===== src/rtl/data_capture_fifo.sv =====
// ---------------------------------------------------------------------------
// data_capture_fifo
//   Show-ahead synchronous FIFO that captures words from a launch register
//   stage. Words arriving while the FIFO is full (and no read frees a slot in
//   the same cycle) are dropped and flagged by a sticky overflow bit.
//
// Optional feature macro: DATA_CAPTURE_DROP_COUNT_EN
//   defined   -> drop_cnt counts dropped words (saturating at 255, cleared by
//                reset or clr_ovf; a drop coinciding with clr_ovf gives 1).
//   undefined -> drop_cnt is tied to 0 and no counter is built.
//
// Parameters
//   WIDTH  data word width
//   DEPTH  number of entries (power of two, >= 2)
//
// Ports
//   clk        clock, all state updates on posedge
//   reset      asynchronous active-low reset
//   in_valid   upstream word present this cycle
//   in_data    upstream word
//   out_valid  head entry available (== !empty)
//   out_ready  downstream accepts the head entry this cycle
//   out_data   head entry (show-ahead), don't-care when empty
//   full       count == DEPTH
//   empty      count == 0
//   count      number of occupied entries
//   clr_ovf    synchronous clear of overflow (and drop_cnt)
//   overflow   sticky: a word was dropped
//   drop_cnt   number of dropped words (feature-dependent, see above)
//
// Handshake: a read transfers when out_valid && out_ready are both 1 at a
// rising clock edge. The input side has no back-pressure: a word with
// in_valid=1 is written when the FIFO is not full or when a read fires in
// the same cycle; otherwise it is dropped.
// ---------------------------------------------------------------------------
module data_capture_fifo #(
  parameter int WIDTH = 4,
  parameter int DEPTH = 4
) (
  input  logic                     clk,
  input  logic                     reset,
  input  logic                     in_valid,
  input  logic [WIDTH-1:0]         in_data,
  output logic                     out_valid,
  input  logic                     out_ready,
  output logic [WIDTH-1:0]         out_data,
  output logic                     full,
  output logic                     empty,
  output logic [$clog2(DEPTH):0]   count,
  input  logic                     clr_ovf,
  output logic                     overflow,
  output logic [7:0]               drop_cnt
);

  localparam int AW = $clog2(DEPTH);
  localparam int CW = AW + 1;
  localparam logic [CW-1:0] FULL_CNT = CW'(DEPTH);

  logic [WIDTH-1:0] r_mem [DEPTH];
  logic [AW-1:0]    r_wr_ptr;
  logic [AW-1:0]    r_rd_ptr;
  logic [CW-1:0]    r_count;
  logic             r_overflow;

  logic w_full;
  logic w_empty;
  logic w_rd_fire;
  logic w_wr_fire;
  logic w_drop;

  assign w_full    = (r_count == FULL_CNT);
  assign w_empty   = (r_count == '0);
  assign w_rd_fire = ~w_empty & out_ready;
  // A read in the same cycle frees the slot the write needs when full.
  assign w_wr_fire = in_valid & (~w_full | w_rd_fire);
  assign w_drop    = in_valid & w_full & ~w_rd_fire;

  // Storage is not reset; out_data is don't-care while empty.
  always_ff @(posedge clk) begin
    if (w_wr_fire) begin
      r_mem[r_wr_ptr] <= in_data;
    end
  end

  always_ff @(posedge clk or negedge reset) begin
    if (!reset) begin
      r_wr_ptr   <= '0;
      r_rd_ptr   <= '0;
      r_count    <= '0;
      r_overflow <= 1'b0;
    end else begin
      // Pointer wrap is implicit: DEPTH is a power of two.
      if (w_wr_fire) begin
        r_wr_ptr <= r_wr_ptr + AW'(1);
      end
      if (w_rd_fire) begin
        r_rd_ptr <= r_rd_ptr + AW'(1);
      end
      case ({w_wr_fire, w_rd_fire})
        2'b10:   r_count <= r_count + CW'(1);
        2'b01:   r_count <= r_count - CW'(1);
        default: r_count <= r_count;
      endcase
      // Set wins over clear when a drop coincides with clr_ovf.
      if (w_drop) begin
        r_overflow <= 1'b1;
      end else if (clr_ovf) begin
        r_overflow <= 1'b0;
      end
    end
  end

`ifdef DATA_CAPTURE_DROP_COUNT_EN
  logic [7:0] r_drop_cnt;

  always_ff @(posedge clk or negedge reset) begin
    if (!reset) begin
      r_drop_cnt <= 8'd0;
    end else if (w_drop) begin
      if (clr_ovf) begin
        r_drop_cnt <= 8'd1;
      end else if (r_drop_cnt != 8'hFF) begin
        r_drop_cnt <= r_drop_cnt + 8'd1;
      end
    end else if (clr_ovf) begin
      r_drop_cnt <= 8'd0;
    end
  end

  assign drop_cnt = r_drop_cnt;
`else
  assign drop_cnt = 8'd0;
`endif

  assign out_valid = ~w_empty;
  assign out_data  = r_mem[r_rd_ptr];
  assign full      = w_full;
  assign empty     = w_empty;
  assign count     = r_count;
  assign overflow  = r_overflow;

endmodule


===== config.mk =====
export PLATFORM = sky130hd
export DESIGN_NAME = data_capture_fifo
export DESIGN_NICKNAME = d
export VERILOG_FILES = /design/src/rtl/data_capture_fifo.sv
export SDC_FILE = /design/constraint.sdc
export NUM_CORES = 1
export LEC_CHECK = 0
export CAP_MARGIN = 20
export CORE_MARGIN = 1
export CORE_UTILIZATION = 25
export CTS_CLUSTER_DIAMETER = 30
export DETAILED_ROUTE_END_ITERATION = 10
export PLACE_DENSITY = 0.43
export RECOVER_POWER = 25
export SYNTH_ARGS = -nofsm -noshare
export SYNTH_HDL_FRONTEND = slang
export SYNTH_SLANG_ARGS = --single-unit

===== constraint.sdc =====
create_clock -name clk -period 3.91 [get_ports clk]
set_input_delay 0.5865 -clock clk [delete_from_list [all_inputs] [get_ports clk]]
set_output_delay 0.5865 -clock clk [all_outputs]
set_load 0.05 [all_outputs]

### After elaboration in Yosys (flattened, before gate mapping)

Memory sizes are Yosys's and may differ from the RTL's.
Cells that the tools add are included.

* flip-flop bits (word level): 8
* bits in latches: 0
* RAM bits: 16
* memory bits (read-only): 0
* input port bits: 9
* output and inout bits: 19
* logic and storage cells: 28
* memories: 1

* $add $sub $neg: 4
* multiply operators: 0
* div/mod/pow operators: 0
* $lt $le $gt $ge: 0
* eq/ne operators: 3
* shift-type cells: 0
* mux-type cells: 5
* bitwise operators: 8
* reduce and logical (&&, ||, !) cells: 3

Memory list
* r_mem: depth 4, bits a word 4, read ports 1, clocked after Yosys merged registers in 0, wr ports 1, RTL line 59 `logic [WIDTH-1:0] r_mem [DEPTH];`

Operators with widths (count)
* 3-bit case mux with 2 select lines: 1
* 2-bit by 1-bit adder with 2-bit output (second input constant): 2
* 1-bit bitwise AND: 4
* 1-bit two-way mux: 4
* 2-bit nonzero test: 2
* 3-bit by 1-bit adder with 3-bit output (second input constant): 1
* 3-bit == test (second input constant): 1
* 3-bit logical NOT: 1
* 1-bit inverter: 3
* 3-bit by 1-bit subtractor with 3-bit output (second input constant): 1
* 2-bit by 1-bit == test with 1-bit output (second input constant): 1
* 2-bit == test (second input constant): 1
* 1-bit bitwise OR: 1

### Logic depth before layout (Yosys ltp)

* depth in word-level cells: 7
* gate-level depth with buffers: 7
* mapped depth without buffers: 6

### Worst setup path after synthesis

Ideal clock, no wire load.

* path type: register to register
* start point: register r_count[0] (netlist: count[0])
* end point: register r_count[1] (netlist: count[1])
* setup time: 0.087 ns
* arrival: 2.177 ns
* required time: 3.823 ns
* slack: 1.645 ns
* stages on the path, launching flop included: 7
* path buffers: 0
* period minus slack after synthesis: 2.265 ns
* cell sequence: dfrtp_1 o31a_1 or2b_1 fa_1 o21ba_2 o211ai_1 a22oi_1

* word-level cells in the longest chain between the ends: 7
* elaborated cells on any way between the ends: 13
* classes of those cells: add/sub: 2; eq/ne: 3; mux: 1; bitwise: 5; reduce/logical: 2

RTL lines
* start, declared: RTL line 62 `logic [CW-1:0] r_count;`
* start signal, assigned: RTL line 100 `2'b10: r_count <= r_count + CW'(1);`
* start signal, assigned: RTL line 101 `2'b01: r_count <= r_count - CW'(1);`
* start signal, assigned: RTL line 102 `default: r_count <= r_count;`
* 3-bit logical NOT: RTL line 72 `assign w_empty = (r_count == '0);`
* 1-bit inverter: RTL line 73 `assign w_rd_fire = ~w_empty & out_ready;`
* 1-bit bitwise AND: RTL line 73
* 1-bit bitwise OR: RTL line 75 `assign w_wr_fire = in_valid & (~w_full | w_rd_fire);`
* 1-bit bitwise AND: RTL line 75
* 2-bit by 1-bit == test with 1-bit output or 2-bit == test (tied branches): RTL line 99 `case ({w_wr_fire, w_rd_fire})`
* 3-bit case mux with 2 select lines or 2-bit nonzero test (tied branches)

Parallel ways exist; a longest one is shown, timed or not.
A chain may end at the register's enable or synchronous reset.

### Worst setup path in the final report

* start point: register r_rd_ptr[0]
* end point: output port out_data[2]

* word-level cells in the longest chain between the ends: 1

RTL lines
* start, declared: RTL line 61 `logic [AW-1:0] r_rd_ptr;`
* start signal, assigned: RTL line 97 `r_rd_ptr <= r_rd_ptr + AW'(1);`
* memory read 4 x 4 bit
* end, declared: RTL line 46 `output logic [WIDTH-1:0] out_data,`

Every way passes these cells.

==> flow_summary.ini <==
[timing]
max_freq_ghz = 0.371
final.period_utilization = 0.690
tns_ns = 0
rsz0062_at_grt = no
hold_viol = 0
drv_slew = 0
final-setup-viol-count = 0
finalCriticalPeriod_ns = 2.70
skew_ns = 0.00637

[floorplan]
die_w_um = 71.8
die_h_um = 71.8
core_um2 = 4690
dieArea_um2 = 5150
rows = 25
ios = 28
initial_core_util = 0.259

[logic_synthesis]
synth-seq-cells = 24
yosys_warnings = 0
avgSynthCellArea_um2 = 14.7
synth_cells = 83
syn_area_um2 = 1220
synth-async-reset-ratio = 0.333
yosysUniqueCellTypes = 32
synth-edff-count = 16
ys.flop_type = edfxtp_1
synth_seq_area_share = 0.559

[critical_path]
crit_type = flip-flop to primary output
worstSetupStartpointType = flip-flop
endpoint_kind = primary output
crit_required_ns = 3.32
path_max_fanout = 6
r2r_slack_ns = 1.80
worstPathArrival_ns = 2.11

[cells_and_area]
multi_input_area_um2 = 450
fillCellCount = 489
diodes = 0
nNetsFinal = 116
final_util = 0.317
syn_to_final_growth_pct = 22.1
layout_common_cells = clkdlybuf4s50_1 (16), edfxtp_1 (16), conb_1 (8), dfrtp_1 (8), inv_1 (6)
drive_above_1_share = 0.158
regArea_um2 = 681

[grt]
antenna_found_initial = 0
grt_pass1_wl_um = 3390
grt_max_degree = 15
first_global_vias = 664
grt_usage = 0.0900
grt_overflow = 0

[route]
drt_drc_violations_left = 0
ant_nets = 0
vias = 645
wirelength_um = 2080
wl_per_cell_um = 13.4
drtIter0Drc = 19
drtPass1Iterations = 4
viasPerCell = 4.16

[cts]
numCtsBuffers = 3
cts_setup_buffers = 0
cts_resized = 0
insertion_delay_ns = 0.27
cts_max_path_buffers = 2
cts_max_level = 1
clock_sink_count = 24
clk_pin_slew_worst_paths_ns = 0.09
cts_hold_buf = 0
cts_root_buf = clkbuf_8
cts_tree = built

[placed_design]
place_congestion = 0.711
port-buffer-count = 19
dpl.hpwl_um = 1580

[outcome]
status = complete, no violations

[min_path]
min_path_type = flip-flop to flip-flop

[job]
maxCapViolCount = 0

[power_and_ir_drop]
finalPower_uw = 1270
power_density_nw_per_um2 = 851
leakage_uw = 0.000572
irDropWorstVdd_v = 0.000339
cell usage after synthesis (2+ instances only):
library cell	instances	share of area
and2_1	4	0.021
buf_2	3	0.012
buf_4	8	0.049
dfrtp_1	8	0.16
edfxtp_1	16	0.39
ha_1	4	0.041
inv_1	6	0.018
mux2_2	3	0.028
mux4_2	4	0.074
xnor2_1	2	0.014
xor2_1	4	0.029
critical path, stage by stage (launching register included):
cell and delay (ns):
dfrtp_1 0.57, mux4_2 0.56, clkdlybuf4s50_1 0.71
layer usage:
layer,vias up,share of wire,track usage
li1,310,-,-
met1,320,0.45,0.112
met2,13,0.51,0.146
met3,2,0.036,0.0352
met4,0,0.0087,0.0261
met5,-,0,0
registers in the layout (all words and copies together) (netlist names):
| register | flops |
|---|---|
| count | 3 |
| overflow | 1 |
| r_mem | 16 |
| r_rd_ptr | 2 |
| r_wr_ptr | 2 |
metrics by stage:
step / area, µm² / instances / worst slack (ns) / hold WS [ns]
2_1_floorplan: 1240 / 90 / 1.65 / 0.291
3_3_place_gp: 1420 / 151 / 1.05 / 0.490
3_5_place_dp: 1420 / 151 / 0.979 / 0.495
4_1_cts: 1490 / 155 / 1.19 / 0.514
5_1_grt: 1490 / 155 / 1.14 / 0.521
6_report: 1490 / 155 / 1.21 / 0.505
worst paths after layout:
kind,start,cells after the start,endpoint
max,r_rd_ptr[0],2,out_data[2]
min,overflow,1,overflow
max reg2reg,count[2],6,count[1]
min reg2reg,overflow,1,overflow
max in group asynchronous,reset,1,r_rd_ptr[1]
min in group asynchronous,reset,1,count[2]
cells by family after synthesis:
kind of cell,count (synthesis),synth area share
simple gates,13,0.0812
compound gates,7,0.0534
xor+xnor,6,0.0432
mux,8,0.110
fa+ha+maj,5,0.0576
other cells,1,0.00308
buf+inv,19,0.0925
flops,24,0.559
report_power, final:
group          leakage (µW)  internal, µW  switching (µW)
combinational      0.000294           252             365
sequential         0.000243           348            85.1
clock             0.0000357           137            78.2
total              0.000572           737             528
layout make-up:
class / instances / area share
Timing Repair Buffer: 19 / 0.128
Sequential cell: 24 / 0.458
Clock buffer: 3 / 0.0278
Inverter: 7 / 0.0177
Multi-Input combinational cell: 47 / 0.303
Clock inverter: 1 / 0.0202
Tap cell: 54 / 0.0455
Power figures use the tool's default switching activity.
